$ cat config.mk
export PLATFORM = sky130hd
export DESIGN_NAME = conv_frame_ctrl
export DESIGN_NICKNAME = d
export VERILOG_FILES = /design/src/rtl/conv_frame_ctrl.sv
export SDC_FILE = /design/constraint.sdc
export NUM_CORES = 1
export LEC_CHECK = 0
export CAP_MARGIN = 0
export CORE_ASPECT_RATIO = 0.75
export CORE_MARGIN = 3
export CORE_UTILIZATION = 47
export CTS_BUF_LIST = sky130_fd_sc_hd__clkbuf_16
export CTS_CLUSTER_DIAMETER = 100
export CTS_CLUSTER_SIZE = 24
export DETAILED_ROUTE_END_ITERATION = 6
export PLACE_DENSITY = 0.77
export SETUP_SLACK_MARGIN = 0.02
export SLEW_MARGIN = 40
export SYNTH_ARGS = -nofsm -noshare
export SYNTH_HDL_FRONTEND = slang
export SYNTH_SLANG_ARGS = --single-unit
$ cat constraint.sdc
create_clock -name clk -period 1.9 [get_ports clk]
set_input_delay 0.475 -clock clk [delete_from_list [all_inputs] [get_ports clk]]
set_output_delay 0.475 -clock clk [all_outputs]
set_load 0.02 [all_outputs]
$ cat src/rtl/conv_frame_ctrl.sv
// conv_frame_ctrl: frame sequencer for the 3x3 line buffer.
// Clears the line buffer, streams one IMG_WIDTH*IMG_HEIGHT frame out of
// pixel memory into it, and pauses read issue while downstream stalls.
// It then counts the returned windows and pulses done.
// Optional build macro CONV_FRAME_CTRL_PERF_EN adds the stall and frame-length
// performance counters (perf_stall_cycles, perf_frame_cycles).
//
// Handshake: a read is issued by holding mem_rd_en high for one cycle with
// mem_addr valid. mem_rd_data is valid the following cycle, and the pixel
// goes to the line buffer one cycle after that with lb_pixel_valid high.
// There is no back-pressure on an issued read; stall only blocks new issues.
module conv_frame_ctrl #(
    parameter int IMG_WIDTH  = 64,
    parameter int IMG_HEIGHT = 64,
    parameter int ADDR_W     = 16
) (
    input  logic              clk,
    input  logic              rst_n,
    input  logic              start,
    input  logic              abort,
    input  logic [ADDR_W-1:0] base_addr,
    input  logic              stall,
    output logic              mem_rd_en,
    output logic [ADDR_W-1:0] mem_addr,
    input  logic [7:0]        mem_rd_data,
    output logic              lb_clear,
    output logic [7:0]        lb_pixel,
    output logic              lb_pixel_valid,
    input  logic              lb_window_valid,
    output logic              busy,
    output logic              done,
    output logic [15:0]       win_count,
    output logic [7:0]        frame_count,
    output logic              err_overrun
`ifdef CONV_FRAME_CTRL_PERF_EN
    ,
    output logic [31:0]       perf_stall_cycles,
    output logic [31:0]       perf_frame_cycles
`endif
);

    localparam int NPIX  = IMG_WIDTH * IMG_HEIGHT;
    localparam int NWIN  = (IMG_WIDTH - 2) * (IMG_HEIGHT - 2);
    localparam int PIX_W = $clog2(NPIX);

    typedef enum logic [1:0] {
        S_IDLE  = 2'd0,
        S_CLEAR = 2'd1,
        S_RUN   = 2'd2,
        S_DRAIN = 2'd3
    } state_t;

    state_t            state;
    state_t            state_next;
    logic [PIX_W-1:0]  pix_idx;
    logic [ADDR_W-1:0] base_q;
    logic              rd_pipe;      // read issued last cycle; its data is on mem_rd_data now

    logic              accept;       // start honoured this cycle
    logic              abort_hit;    // abort honoured this cycle
    logic              issue;        // issue a memory read at this edge
    logic              drain_exit;   // frame complete at this edge
    logic              in_flight;
    logic              win_at_max;
    logic              overrun;

    assign in_flight  = mem_rd_en | rd_pipe;
    assign win_at_max = (win_count == 16'(NWIN));
    assign overrun    = lb_window_valid & (~busy | win_at_max);

    // State register
    always_ff @(posedge clk or negedge rst_n) begin
        if (!rst_n) begin
            state <= S_IDLE;
        end else begin
            state <= state_next;
        end
    end

    // Next-state logic and per-cycle control decisions
    always_comb begin
        state_next = state;
        accept     = 1'b0;
        abort_hit  = 1'b0;
        issue      = 1'b0;
        drain_exit = 1'b0;
        case (state)
            S_IDLE: begin
                // abort outranks start, so a simultaneous pair leaves us idle
                if (start && !abort) begin
                    accept     = 1'b1;
                    state_next = S_CLEAR;
                end
            end
            S_CLEAR: begin
                if (abort) begin
                    abort_hit  = 1'b1;
                    state_next = S_IDLE;
                end else begin
                    state_next = S_RUN;
                end
            end
            S_RUN: begin
                if (abort) begin
                    abort_hit  = 1'b1;
                    state_next = S_IDLE;
                end else if (!stall) begin
                    issue = 1'b1;
                    if (pix_idx == PIX_W'(NPIX - 1)) begin
                        state_next = S_DRAIN;
                    end
                end
            end
            S_DRAIN: begin
                // a window arriving now is counted first; exit is re-evaluated next cycle
                if (abort) begin
                    abort_hit  = 1'b1;
                    state_next = S_IDLE;
                end else if (win_at_max && !in_flight && !lb_window_valid) begin
                    drain_exit = 1'b1;
                    state_next = S_IDLE;
                end
            end
            default: begin
                state_next = S_IDLE;
            end
        endcase
    end

    // Registered datapath: read issue, read pipeline, counters and status
    always_ff @(posedge clk or negedge rst_n) begin
        if (!rst_n) begin
            mem_rd_en      <= 1'b0;
            mem_addr       <= '0;
            lb_clear       <= 1'b0;
            lb_pixel       <= '0;
            lb_pixel_valid <= 1'b0;
            busy           <= 1'b0;
            done           <= 1'b0;
            win_count      <= '0;
            frame_count    <= '0;
            err_overrun    <= 1'b0;
            pix_idx        <= '0;
            base_q         <= '0;
            rd_pipe        <= 1'b0;
        end else begin
            lb_clear  <= accept | abort_hit;
            mem_rd_en <= issue;
            if (issue) begin
                // address wraps modulo 2^ADDR_W on purpose
                mem_addr <= base_q + ADDR_W'(pix_idx);
                pix_idx  <= pix_idx + PIX_W'(1);
            end
            // an abort drops whatever is still travelling through the read pipe
            rd_pipe        <= mem_rd_en & ~abort_hit;
            lb_pixel_valid <= rd_pipe & ~abort_hit;
            if (rd_pipe && !abort_hit) begin
                lb_pixel <= mem_rd_data;
            end
            done <= drain_exit;
            if (accept) begin
                busy <= 1'b1;
            end else if (drain_exit || abort_hit) begin
                busy <= 1'b0;
            end
            if (drain_exit) begin
                frame_count <= frame_count + 8'd1;
            end
            if (accept) begin
                base_q    <= base_addr;
                pix_idx   <= '0;
                win_count <= '0;
            end else if (lb_window_valid && busy && !win_at_max) begin
                win_count <= win_count + 16'd1;
            end
            if (overrun) begin
                err_overrun <= 1'b1;
            end else if (accept) begin
                err_overrun <= 1'b0;
            end
        end
    end

`ifdef CONV_FRAME_CTRL_PERF_EN
    // Saturating performance counters, cleared when a frame is accepted
    always_ff @(posedge clk or negedge rst_n) begin
        if (!rst_n) begin
            perf_stall_cycles <= '0;
            perf_frame_cycles <= '0;
        end else if (accept) begin
            perf_stall_cycles <= '0;
            perf_frame_cycles <= '0;
        end else begin
            if (state == S_RUN && stall && perf_stall_cycles != 32'hFFFF_FFFF) begin
                perf_stall_cycles <= perf_stall_cycles + 32'd1;
            end
            // CLEAR, RUN, DRAIN and the idle cycle carrying the done pulse
            if ((state != S_IDLE || done) && perf_frame_cycles != 32'hFFFF_FFFF) begin
                perf_frame_cycles <= perf_frame_cycles + 32'd1;
            end
        end
    end
`endif

endmodule

==> summary.md <==
| Metric | Value |
|---|---|
| DR vias | 3833 |
| Layout cells sized above 1 | 0.232 |
| Wire length per cell | about 17 um |
| Post-Route Utilization | 0.738 |
| Overall Power | between 6000 and 7000 uW |
| Power Dens Cells | between 900 and 1000 nW/um^2 |
| Area of the multi-input gates | between 2000 and 2500 um^2 |
| Yosys top cell by area | dfrtp_1 |
| H-tree depth | 3 |
| Most frequent cells in the layout | nand2_1, dfrtp_1, clkdlybuf4s50_1 |
| Reg2reg end | mem_addr[14] |
| Crit Path Category | flop to flop |
| Seq. cell area | 2130 um^2 |
| WHS | between 0.15 and 0.2 ns |
| Worst relative slew slack | 0.702 |
| # hold bufs at CTS | 0 |
| Core ar. | between 8000 and 9000 um^2 |
| HPWL Detailed | 7790 um |
| Reg clk slew, reported paths | around 0.06 ns |
| First-pass GRT wire length | just under 20000 um |
| Synth Register Bits | between 80 and 90 |
| CTS sink cnt | between 80 and 90 |
| EDFF count, synth | 0 |
| Post-Route WL | 12000 um |
| Setup Viol. Count Final | 3 |
| Die W | between 100 and 150 um |
| Arr. time, crit path | around 2.2 ns |
| Unrepaired setup endpoints after global routing | true |
| Worst path max stage delay | ~0.39 ns |
| IR drop worst, VDD | approximately 640 uV |
| Pin count of the biggest net entering global routing | 86 |
| Filler cell count | slightly below 600 |
| Max frequency | 512 MHz |
| Period utilisation layout | 1.03 |
| DRC Markers | 0 |
| Max-cap violation count | 0 |
| Routed Antenna Nets | 0 |
| CP Launch Type | flop |
| Drt via density | 5.52 |
| Die area | 10200 um^2 |
| Final instance count without filler cells | between 600 and 700 |
| CTS buffer count | 9 |
| Synth Area in Simple Gates | 0.239 |
| Initial antenna violation count | 0 |
| Cells after Synth | between 400 and 500 |
| CTS tree | built |
| Placed Cells | between 600 and 700 |
| Syn_nets | roughly 490 |
| Root Buffer Master | clkbuf_16 |
| Global Route Usage Sum | 0.242 |
| Slew Limit Fails | 0 |
| Post-synth top area share | 0.500 |
| Reg2reg setup slack | -0.05 ns |
| Mux cell area share after synthesis | 0.0238 |
| Nets | 629 |
| Adder-Cell Fraction of Synth Area | 0.0517 |
| Ant diodes | 0 |
| Crit path from | pix_idx[0] |
| I/O pin count | between 80 and 90 |
| Sum of negative setup slack | -0.104 ns |
| Critical Path RT | roughly 2.1 ns |
| Worst-case clock buffer depth | 2 |
| First-pass DRT Iterations | 4 |
| Setup Skew | 0.00885 ns |
| Synth unique cells | 46 |
| Largest family of logic cells by synthesized area | simple AND/OR/NAND/NOR gates |
| Area growth, synth to finish | 49.8% |
| Initial Utilization | 0.493 |
| Worst-margin pin slew | 0.446 ns |
| Async set-reset flop share out of synthesis | 1.00 |
| Port buffer count | a little over 80 |
| CP max stage cell | dfrtp_1 |
| Post-synthesis sequential area ratio | 0.500 |
| Avg Cell Area, Syn | about 9.7 um^2 |
| Status | finished, violations left |
| Most common cell after layout, fill and taps aside | nand2_1 |
| Die Ht | around 88 um |
| Worst-skew pair later-pin latency | about 0.35 ns |
| Compound-Gate Fraction of Synth Area | 0.0826 |
| Worst reg2reg path depth | 7 |
| DRT iter0 DRCs | approximately 290 |
| R2R Path Start | pix_idx[0] |
| Grt total ovfl | 0 |
| Failing checks | negative setup slack |
| # rows | 29 |
| Post-Synthesis Cell Area | roughly 4300 um^2 |
| CP cell instances | ha_2, fa_2, a21oi_4, o21ai_4, a211oi_4, nor3_1, nand3b_1 |
| Number of global-route vias before repair | roughly 4000 |
| Setup ws final | -0.0544 ns |
| Dominant synthesized flop cell | dfrtp_1 |
| Crit path max fanout | 4 |
| Top cells by area, synth | dfrtp_1, nand2_1, ha_1, xnor2_1, xor2_1 |
| CP Capture Type | flop |
| RD Place Congestion | just over 0.9 |
| Post-Synth XOR/XNOR Area | 0.0802 |
| Fin. Hold Viols | 0 |
| Leakage | ~0.0031 uW |
| YS warnings | 0 |
| Worst Hold Class | primary input to async pin |
| Final min period | 1.95 ns |
[synthesized netlist by cell type, types with 3 or more instances]
cell type   n
mux2_2      9
nand2_1    92
xnor2_1    21
nor4_1      6
a211oi_1    3
ha_1       16
xor2_1     18
a21oi_1    13
or3_1       5
and4_1      4
and3_1      6
dfrtp_1    85
and2_1      4
o21a_1      3
nor3_1      8
o21bai_1    4
clkbuf_1   11
nand3_1    15
o21ai_0    19
nand4_1    17
o2111ai_1   3
nor2_1     37
inv_1      11
[power breakdown]
part	switching, uW	internal (uW)
logic	960	947
clock network	698	1130
registers	206	2120
total	1860	4200
[through the flow]
stage	area (um^2)	setup WS, ns
finish	6370	-0.0544
floorplan	4280	-0.00882
global route	6370	-0.120
detailed placement	5720	-0.465
CTS	6170	-0.0254
global placement	5720	-0.383
[cell families (layout without fill, tap and decap cells)]
kind of cell,after synthesis,count (layout)
AND/OR/NAND/NOR,208,209
flip-flops,85,85
AO/OA/AOI/OAI,56,56
XOR/XNOR,39,39
buffers and inverters,25,171
adder cells (fa/ha/maj),17,17
multiplexers,9,9
[worst max-delay path by stage]
stage                         to  slack (ns)  cells after the start
global placement     pix_idx[10]       -0.38                      7
detailed placement    pix_idx[7]       -0.46                      7
CTS                 mem_addr[15]       -0.03                      5
global route        mem_addr[12]       -0.12                      7
finish              mem_addr[14]       -0.05                      7
floorplan            mem_addr[9]      -0.009                      6
[flip-flops by register name, summed over array words and instances, names as in the netlist]
| name | flops |
|---|---|
| base_q | 16 |
| mem_addr | 16 |
| win_count | 16 |
| pix_idx | 12 |
| frame_count | 8 |
| lb_pixel | 8 |
| state | 2 |
| busy | 1 |
| done | 1 |
| err_overrun | 1 |
| lb_clear | 1 |
| lb_pixel_valid | 1 |
| mem_rd_en | 1 |
| rd_pipe | 1 |
[routing by layer]
metal | routed length [um] | global-route usage
met4 | 158 | 0.0790
met2 | 6000 | 0.408
met1 | 5210 | 0.310
met5 | 0 | 0
met3 | 654 | 0.0595
[repair_timing]
item	CTS	global route
pin swaps	8	8
cloned	1	0
buffers inserted	1	4
endpoints found under the setup margin	47	44
gates resized for setup	47	41
[critical path: cells and delay by family, from the launching register on]
family                   cells  cell delay, ns
AO/OA/AOI/OAI                3            0.62
adder cells (fa/ha/maj)      2            0.59
flip-flops                   1            0.39
AND/OR/NAND/NOR              2            0.24
[layout make-up]
type                       instances  share of cell area
sequential                        85               0.334
clock buffer                       9              0.0353
timing repair buffer             144               0.219
tap                              108              0.0212
clock inverter                     6              0.0126
multi-input combinational        330               0.370
inverter                          12             0.00785
(Power assumes the default switching activity.)
==> RTL change 1: new RTL, config.mk and constraints unchanged <==
Compare `win_count` against `16'(NWIN)` with >= in place of ==.
--- a/src/rtl/conv_frame_ctrl.sv
+++ b/src/rtl/conv_frame_ctrl.sv
@@ -65,7 +65,7 @@
     logic              overrun;
 
     assign in_flight  = mem_rd_en | rd_pipe;
-    assign win_at_max = (win_count == 16'(NWIN));
+    assign win_at_max = (win_count >= 16'(NWIN));
     assign overrun    = lb_window_valid & (~busy | win_at_max);
 
     // State register
Formal check against the unedited RTL: no difference found for any inputs over 10 cycles, from zero or initial values and one cycle with rst_n low; that may be too few to reach the edited logic, so the function may still have changed.
==> RTL change 1 against the unedited design <==
The flow still finishes with violations (setup timing); area after synthesis shrank 1.8%; die area is 1.7% lower; clock skew fell by 0.0032 ns; sequential cell count stayed put; global-route usage is 2.6 points lower; design area is 2.9% lower; critical endpoint is now mem_addr[10]; wire length is 12% lower; critical path depth rose by 2; worst setup slack worse by 0.20 ns; power is 2.0% lower; largest cell class unchanged; first-iteration DRC count is 20% lower.
==> RTL change 1: results (changes against the unedited design) <==
{| class="wikitable"
! Metric !! Value
|-
| CTS-repair resized insts || 28 (was 47)
|-
| GP Congestion || 0.855 (was 0.919)
|-
| Number of DRC markers after the initial detailed-route iteration || 230 (was 286)
|-
| Number of different library cells in the post-synthesis netlist || 47 (was 46)
|-
| Vias in the first global route || 3653 (was 4014)
|-
| Routed WL per cell || 15.2 um (was 17.3 um)
|-
| Cell leakage power || 0.00304 uW (was 0.00310 uW)
|-
| Final setup violation count || 7 (was 3)
|-
| Outcome || finished with violations (unchanged)
|-
| Placed insts || 680 (was 673)
|-
| GRT Total Usage || 21.6% (was 24.2%)
|-
| Share of synthesized area spent on multiplexers || 2.90% (was 2.38%)
|-
| Violations in the final reports || setup timing (unchanged)
|-
| Slack of the critical path || -0.250 ns (was -0.0544 ns)
|-
| Worst ir drop on vdd || 0.516 mV (was 0.641 mV)
|-
| Via count normalized by instance count || 5.33 (was 5.52)
|-
| Commonest cells in the synthesized netlist || sky130_fd_sc_hd__nand2_1, sky130_fd_sc_hd__dfrtp_1, sky130_fd_sc_hd__nor2_1 (unchanged)
|-
| Crit path max fanout || 3 (was 4)
|-
| Setup Buffers After CTS || 3 (was 1)
|-
| Final routed wirelength across all metal layers || 10.6 mm (was 12.0 mm)
|-
| Maximum number of pins on one net before global-route repair || 45 (was 86)
|-
| Adder-cell area share of the yosys netlist || 5.27% (was 5.17%)
|-
| DPL Wire Length || 7.60 mm (was 7.79 mm)
|-
| # fillers || 612 (was 596)
|-
| First-pass GRT wire length || 17.2 mm (was 19.4 mm)
|}
==> RTL change 1: changes by cell type in the layout (fill, tap and decap cells not counted), moves of 6 or more <==
cell                              before  now
sky130_fd_sc_hd__buf_4                50   73
sky130_fd_sc_hd__nor2_1               35   27
sky130_fd_sc_hd__o21ai_0              10   17
sky130_fd_sc_hd__xor2_1               18   11
sky130_fd_sc_hd__clkdlybuf4s50_1      56   62
sky130_fd_sc_hd__nand4_1              17   11
==> RTL change 1: report_power, final <==
| part | internal [uW] | switching, uW |
|---|---|---|
| logic | 942 | 939 |
| clock network | 990 | 667 |
| registers | 2160 | 248 |
==> RTL change 1: through the flow <==
stage	hold WS [ns]	instance area (um^2)	worst slack [ns]	TNS, ns
6_report	0.475	6190	-0.250	-1.44
5_1_grt	0.473	6190	-0.362	-2.34
4_1_cts	0.471	6050	-0.208	-1.32
3_5_place_dp	0.282	5730	-0.420	-10.38
3_3_place_gp	0.280	5730	-0.405	-9.04
2_1_floorplan	0.179	4220	-0.190	-0.574
==> RTL change 1: layout make-up <==
cell class                      count  area (um^2)  share of cell area [%]
Multi-Input combinational cell    318         2150                    34.7
Sequential cell                    85         2130                    34.4
Timing Repair Buffer              160         1450                    23.3
Clock buffer                        9          225                    3.64
Tap cell                          108          135                    2.18
Clock inverter                      7         52.6                   0.849
Inverter                           14         52.6                   0.849
==> RTL change 1: cell families after synthesis <==
logic type | Yosys count
AOI/OAI and AO/OA | 65
xor gates and xnor gates | 31
adders and majority gates | 17
and+or+nand+nor | 194
DFF | 85
muxes | 11
buffers and inverters | 24
==> RTL change 1: routing by layer <==
metal / up-vias / wire (um) / track usage, %
li1: 1794 / - / -
met1: 1833 / 4930 / 29.6
met2: 101 / 5010 / 33.8
met3: 11 / 606 / 6.70
met4: 0 / 86 / 5.44
met5: - / 0 / 0
==> RTL change 2: new RTL, same settings <==
Made on the original files. Change the parameter `IMG_WIDTH` from 64 to 128.
--- a/src/rtl/conv_frame_ctrl.sv
+++ b/src/rtl/conv_frame_ctrl.sv
@@ -10,7 +10,7 @@
 // goes to the line buffer one cycle after that with lb_pixel_valid high.
 // There is no back-pressure on an issued read; stall only blocks new issues.
 module conv_frame_ctrl #(
-    parameter int IMG_WIDTH  = 64,
+    parameter int IMG_WIDTH  = 128,
     parameter int IMG_HEIGHT = 64,
     parameter int ADDR_W     = 16
 ) (
Formal check against the unedited RTL: no difference found for any inputs over 10 cycles, from zero or initial values and one cycle with rst_n low; that may be too few to reach the edited logic, so the function may still have changed.
==> RTL change 2 against the unedited design <==
The run still ends with setup timing left; wire length fell by 12%; design area fell by 4.3%; sequential cell count rose by 1; worst setup slack got worse by 0.037 ns; utilization fell by 3.2 points; area after synthesis rose by 0.15%; worst hold slack got worse by 0.028 ns; power fell by 1.8%; critical endpoint is now mem_addr[8].
==> RTL change 2: results (changes against the unedited design) <==
{| class="wikitable"
! Metric !! Value
|-
| Sequential cell count || 86 (was 85)
|-
| Final setup violation count || 5 (was 3)
|-
| Sequential-to-total area share from yosys stat || 50.5% (was 50.0%)
|-
| Number of DRC markers after the initial detailed-route iteration || 147 (was 286)
|-
| Outcome || finished with violations (unchanged)
|-
| Commonest cells in the synthesized netlist || sky130_fd_sc_hd__nand2_1, sky130_fd_sc_hd__dfrtp_1, sky130_fd_sc_hd__nor2_1 (unchanged)
|-
| Slack of the critical path || -0.0913 ns (was -0.0544 ns)
|-
| Relative max-transition margin || 62.4% (was 70.2%)
|-
| Placed insts || 653 (was 673)
|-
| Area growth from synthesis to layout || 43.1% (was 49.8%)
|-
| Total number of vias || 3545 (was 3833)
|-
| Crit path max fanout || 3 (was 4)
|-
| Final routed wirelength across all metal layers || 10.5 mm (was 12.0 mm)
|-
| GRT Total Usage || 21.5% (was 24.2%)
|-
| Adder-cell area share of the yosys netlist || 5.46% (was 5.17%)
|-
| Worst ir drop on vdd || 0.774 mV (was 0.641 mV)
|-
| Post-detailed-placement cell area || 5650 um^2 (was 5720 um^2)
|-
| Number of different library cells in the post-synthesis netlist || 50 (was 46)
|-
| Maximum clock skew at final layout || 0.00791 ns (was 0.00885 ns)
|-
| Arrival time worst endpoint || 2.21 ns (was 2.18 ns)
|-
| Compound-gate portion of the synthesized area || 7.40% (was 8.26%)
|-
| # fillers || 651 (was 596)
|-
| Violations in the final reports || setup timing (unchanged)
|-
| Syn_nets || 473 (was 486)
|-
| Power Density || 976 nW/um^2 (was 952 nW/um^2)
|-
| Maximum number of pins on one net before global-route repair || 43 (was 86)
|-
| GP Congestion || 0.876 (was 0.919)
|-
| Area share of buffers outside the clock network || 21.5% (was 21.9%)
|}
[RTL change 2: repair_timing]
action                                  CTS  global route
pin swaps                                12            16
gates resized for setup                  27            23
endpoints found under the setup margin   22            33
setup buffers                             2             6
cloned                                    0             0
[RTL change 2: layer usage]
| layer | global-route usage [%] | up-vias |
|---|---|---|
| met3 | 6.56 | 12 |
| met5 | 0 | - |
| met1 | 28.8 | 1716 |
| li1 | - | 1729 |
| met4 | 6.22 | 0 |
| met2 | 34.0 | 88 |
[RTL change 2: how the worst max path moves through the flow]
stage,slack [ns],to,start,cells after the start
detailed placement,-0.26,pix_idx[9],stall,9
floorplan,-0.07,frame_count[5],win_count[1],8
global placement,-0.19,pix_idx[9],stall,9
CTS,-0.08,mem_addr[8],pix_idx[0],8
finish,-0.09,mem_addr[8],base_q[0],8
global route,-0.24,mem_addr[10],base_q[0],8
